File: src/rtl/alu_issue_stage.sv
// ALU issue stage: decodes an RV32IM bundle into ALU control/operands and
// issues it through a two-entry (main + skid) buffer with registered in_ready.
module alu_issue_stage #(
  parameter int unsigned XLEN = 32
) (
  input  logic            clk,
  input  logic            rst_n,
  input  logic            flush,
  input  logic            in_valid,
  output logic            in_ready,
  input  logic [31:0]     instr,
  input  logic [31:0]     rs1_data,
  input  logic [31:0]     rs2_data,
  output logic            out_valid,
  input  logic            out_ready,
  output logic [XLEN-1:0] alu_a,
  output logic [XLEN-1:0] alu_b,
  output logic [5:0]      alu_ctrl,
  output logic [4:0]      rd,
  output logic            illegal
);

  typedef struct packed {
    logic [XLEN-1:0] a;
    logic [XLEN-1:0] b;
    logic [5:0]      ctrl;
    logic [4:0]      rd;
    logic            ill;
  } entry_t;

  typedef enum logic [1:0] {S_EMPTY, S_ONE, S_FULL} state_t;

  state_t state_q, state_d;
  entry_t main_q, main_d, skid_q, skid_d, dec;
  logic   in_ready_q, out_valid_q;
  logic   accept, drain, legal;
  logic [6:0] opcode, funct7;
  logic [2:0] funct3;

  assign opcode = instr[6:0];
  assign funct3 = instr[14:12];
  assign funct7 = instr[31:25];
  assign accept = in_valid & in_ready_q;
  assign drain  = out_valid_q & out_ready;

  always_comb begin
    dec      = '0;
    legal    = 1'b1;
    dec.rd   = instr[11:7];
    dec.a    = rs1_data;
    dec.b    = rs2_data;
    case (opcode)
      7'b0110011: begin
        case (funct7)
          7'b0000000: begin
            case (funct3)
              3'b000: dec.ctrl = 6'b000000;
              3'b001: begin dec.ctrl = 6'b000101; dec.b = {27'b0, rs2_data[4:0]}; end
              3'b010: dec.ctrl = 6'b000110;
              3'b011: dec.ctrl = 6'b000111;
              3'b100: dec.ctrl = 6'b000011;
              3'b101: begin dec.ctrl = 6'b000100; dec.b = {27'b0, rs2_data[4:0]}; end
              3'b110: dec.ctrl = 6'b000010;
              default: dec.ctrl = 6'b000001;
            endcase
          end
          7'b0100000: begin
            case (funct3)
              3'b000:  dec.ctrl = 6'b010001;
              3'b101:  begin dec.ctrl = 6'b010000; dec.b = {27'b0, rs2_data[4:0]}; end
              default: legal = 1'b0;
            endcase
          end
          7'b0000001: begin
            case (funct3)
              3'b000: dec.ctrl = 6'b001010;
              3'b001: dec.ctrl = 6'b001011;
              3'b010: dec.ctrl = 6'b001100;
              3'b011: dec.ctrl = 6'b001101;
              3'b100: dec.ctrl = 6'b001000;
              3'b101: dec.ctrl = 6'b001001;
              3'b110: dec.ctrl = 6'b001110;
              default: dec.ctrl = 6'b001111;
            endcase
          end
          default: legal = 1'b0;
        endcase
      end
      7'b0010011: begin
        dec.b = {{20{instr[31]}}, instr[31:20]};
        case (funct3)
          3'b000: dec.ctrl = 6'b000000;
          3'b010: dec.ctrl = 6'b000110;
          3'b011: dec.ctrl = 6'b000111;
          3'b100: dec.ctrl = 6'b000011;
          3'b110: dec.ctrl = 6'b000010;
          3'b111: dec.ctrl = 6'b000001;
          3'b001: begin
            dec.b = {27'b0, instr[24:20]};
            if (funct7 == 7'b0000000) dec.ctrl = 6'b000101;
            else legal = 1'b0;
          end
          default: begin
            dec.b = {27'b0, instr[24:20]};
            if (funct7 == 7'b0000000)      dec.ctrl = 6'b000100;
            else if (funct7 == 7'b0100000) dec.ctrl = 6'b010000;
            else legal = 1'b0;
          end
        endcase
      end
      7'b0110111: begin
        dec.a    = '0;
        dec.b    = {instr[31:12], 12'b0};
        dec.ctrl = 6'b010111;
      end
      default: legal = 1'b0;
    endcase
    // Illegal beats carry only the flag so downstream sees a clean trap bundle.
    if (!legal) begin
      dec     = '0;
      dec.ill = 1'b1;
    end
  end

  always_ff @(posedge clk) begin
    if (!rst_n) begin
      state_q     <= S_EMPTY;
      main_q      <= '0;
      skid_q      <= '0;
      in_ready_q  <= 1'b1;
      out_valid_q <= 1'b0;
    end else begin
      state_q     <= state_d;
      main_q      <= main_d;
      skid_q      <= skid_d;
      in_ready_q  <= (state_d != S_FULL);
      out_valid_q <= (state_d != S_EMPTY);
    end
  end

  always_comb begin
    state_d = state_q;
    main_d  = main_q;
    skid_d  = skid_q;
    case (state_q)
      S_EMPTY: if (accept) begin state_d = S_ONE; main_d = dec; end
      S_ONE: begin
        if (accept && drain)      main_d = dec;
        else if (accept)          begin state_d = S_FULL; skid_d = dec; end
        else if (drain)           state_d = S_EMPTY;
      end
      S_FULL: if (drain) begin state_d = S_ONE; main_d = skid_q; end
      default: state_d = S_EMPTY;
    endcase
    if (flush) begin
      state_d = S_EMPTY;
      main_d  = '0;
    end
  end

  always_comb begin
    in_ready  = in_ready_q;
    out_valid = out_valid_q;
    alu_a     = main_q.a;
    alu_b     = main_q.b;
    alu_ctrl  = main_q.ctrl;
    rd        = main_q.rd;
    illegal   = main_q.ill;
  end

endmodule

File: config.mk
export PLATFORM = sky130hd
export DESIGN_NAME = alu_issue_stage
export DESIGN_NICKNAME = d
export VERILOG_FILES = /design/src/rtl/alu_issue_stage.sv
export SDC_FILE = /design/constraint.sdc
export NUM_CORES = 1
export LEC_CHECK = 0
export ABC_AREA = 1
export CAP_MARGIN = 25
export CORE_ASPECT_RATIO = 0.75
export CORE_MARGIN = 2
export CORE_UTILIZATION = 50
export CTS_CLUSTER_SIZE = 25
export DETAILED_ROUTE_END_ITERATION = 8
export PLACE_DENSITY = 0.81
export SETUP_SLACK_MARGIN = 0.02
export SLEW_MARGIN = 20
export SYNTH_ARGS = -nofsm -noshare
export SYNTH_HDL_FRONTEND = slang
export SYNTH_SLANG_ARGS = --single-unit
File: constraint.sdc
create_clock -name clk -period 1.9 [get_ports clk]
set_input_delay 0.57 -clock clk [delete_from_list [all_inputs] [get_ports clk]]
set_output_delay 0.57 -clock clk [all_outputs]
set_load 0.005 [all_outputs]
==> results.py <==
metrics = {
    "drt": {
        "drc_errors": 0,
        "initialDrtViolationCount": 965,
        "routed_wl_mm": 26.9,
        "met2WireLength_mm": 12.5,
        "m1WireLength_mm": 10.8,
        "drtAntennaViolNets": 0,
        "dr.max_layer_used": "met5",
        "dr_total_vias": 8801,
        "met3RoutedLength_mm": 2.71,
        "dr.pass1.iters": 5,
        "detail_route.wl_per_cell_um": 18.0,
        "viasPerCell": 5.87,
    },
    "job": {
        "cap_viol_max_count": 0,
    },
    "layout": {
        "highest_count_cells_in_the_layout_ignoring_fill_and_taps": "a21oi_1, o21ai_0, nand2_1, dfxtp_1, clkdlybuf4s50_1",
        "finalNetCount": 1388,
        "mostFrequentLayoutCell": "a21oi_1",
        "instances_no_fill": 1499,
        "post_route_cells_drive_above_1_share": 0.179,
        "syn2layout_area_growth_pct": 51.2,
        "ant_diodes": 0,
    },
    "clocking": {
        "clock_path_buffers": 2,
        "cts_buffers": 17,
        "cts.htree.levels": 4,
        "clock_latency_ns": 0.43,
        "clkTransAtPathRegs_ns": 0.07,
        "cts_tree": "yes",
        "numClockSinks": 154,
        "cts.root.buffer_cell": "clkbuf_16",
        "cts_hold_repair.buffers": 0,
    },
    "timing": {
        "finalSetupViolCount": 1,
        "whs_ns": 0.495,
        "final_hold_viol_count": 0,
        "period_minus_slack_ns": 1.91,
        "max_freq_mhz": 522,
        "timing.final.max_slew_violations": 0,
        "worst_setup_slack_final_ns": -0.0149,
        "post_route_clock_period_utilization": 1.01,
        "fin_worst_skew_ns": 0.0103,
    },
    "power": {
        "vdd_drop_max_mv": 0.678,
        "total_power_mw": 7.95,
        "power_density_nw_per_um2": 705,
        "power_leakage_nw": 4.85,
    },
    "global_route": {
        "gr-total-overflow": 0,
        "grt_usage": 0.311,
        "first_pass_grt_wire_length_mm": 40.2,
        "grt_pass1_vias": 8220,
        "grt_max_degree": 76,
        "antenna_found_initial": 1,
    },
    "synthesis": {
        "sequential_fraction_of_the_synthesis_area": 0.413,
        "postSynthRegisterBits": 154,
        "post_synth_main_area_contributors": "dfxtp_1, a21oi_1, o21ai_0",
        "synth_largest_type_area_fraction": 0.413,
        "synth-warning-count": 0,
        "synthesis.area_per_instance_um2": 6.94,
        "ys.flop_type": "dfxtp_1",
        "post_synth_inst_count": 1075,
        "async_flop_share": 0,
        "netlist-cell-type-count": 27,
        "yosysTopAreaCell": "dfxtp_1",
        "syn-num-nets": 1177,
        "mappedNetlistArea_um2": 7460,
        "number_of_synthesized_flops_with_an_enable_pin": 0,
    },
    "die": {
        "fp.dieH_um": 110,
        "io_pins": 179,
        "starting_density_of_the_core": 0.514,
        "std_cell_rows": 38,
        "core_area_um2": 14500,
        "floorplan.die_area_um2": 15900,
        "chipWidth_um": 145,
    },
    "placement": {
        "numPortBuffers": 177,
        "detailed_placer_s_ending_hpwl_mm": 15.7,
        "dp_cells": 1442,
        "place_congestion": 0.967,
    },
    "setup_path": {
        "critPathKind": "input pin to flip-flop",
        "path_max_fanout": 9,
        "cp-end-kind": "flip-flop",
        "timing.critical_path.required_ns": 2.25,
        "cp-start-kind": "input pin",
        "arrival_ns": 2.26,
    },
    "min_path": {
        "hp-class": "input pin to flip-flop",
    },
    "status": {
        "failed_checks": "negative setup slack",
        "outcome": "finished, violations left",
    },
}
## flip-flops by register name, summed over array words and instances (netlist names)
name / count
skid_q: 75
in_ready: 1
alu_b: 32
rd: 5
alu_a: 32
state_q: 2
alu_ctrl: 5
out_valid: 1
illegal: 1
## synth_stat cells, types with 2 or more instances
cell	n
o21bai_1	2
a21oi_1	224
buf_2	18
clkbuf_1	57
inv_1	87
nand3_2	12
nand3_1	100
nor2_1	48
o21ai_1	13
o21ai_0	167
buf_1	6
nand2_1	154
inv_2	2
nand4_1	4
buf_6	7
nor2_2	8
buf_12	2
nor2_4	2
dfxtp_1	154
## worst paths after layout
path | depth (start not counted) | endpoint | slack [ns] | from
setup / recovery | 10 | skid_q[64] | -0.01 | instr[2]
hold / removal | 3 | state_q[0] | 0.50 | rst_n
setup reg to reg | 5 | alu_a[12] | 0.21 | state_q[1]
hold reg to reg | 2 | illegal | 0.52 | illegal
## cell families (layout without fill, tap and decap cells)
family          Yosys count  count (layout)  share of synthesized area
other cells               1               1                   0.000503
flops                   154             154                      0.413
buf+inv                 181             405                      0.108
fa+ha+maj                 1               1                    0.00168
simple gates            331             331                      0.203
compound gates          407             407                      0.274
## worst max-delay path, cell delays in order
cell and delay (ns):
dlygate4sd2_1 0.26, nor2_2 0.19, nand2_4 0.09, nor2_4 0.22, nand3_2 0.15, nand3_4 0.21
buf_6 0.16, clkbuf_16 0.16, nand2_1 0.07, a21oi_1 0.16
## report_power, final
part           switching (mW)  internal, mW  leakage (nW)
Combinational           0.580         0.555          3.32
Clock                    1.51          1.87         0.276
Sequential             0.0753          3.36          1.26
## metrics by stage
stage          setup slack (ns)   util  area (um2)  TNS, ns
2_1_floorplan             0.146      -        7460        0
3_3_place_gp             -0.499  0.685        9940   -58.77
3_5_place_dp             -0.501  0.685        9940   -65.05
4_1_cts                 -0.0151  0.743       10800  -0.0573
5_1_grt                 -0.0339  0.777       11300   -0.280
6_report                -0.0149  0.777       11300  -0.0149
## what timing repair did
item                                    CTS  global route
setup buffers                            10             3
pin swaps                                13            18
gates cloned                              3            10
gates resized for setup                  53            82
endpoints found under the setup margin  135           171
## final cells by class
type                       count  area (um2)
sequential                   154        3100
clock inverter                14         135
tap                          200         250
inverter                      89         337
clock buffer                  18         439
multi-input combinational    740        3830
fill                         995        3230
timing repair buffer         284        3180
## routing by layer
layer  up-vias  global-route usage
met4         2               0.150
met5         -                   0
met2       567               0.505
met3        91              0.0784
met1      4093               0.393
li1       4048                   -
Note: power is estimated with default switching activity, not from simulation.
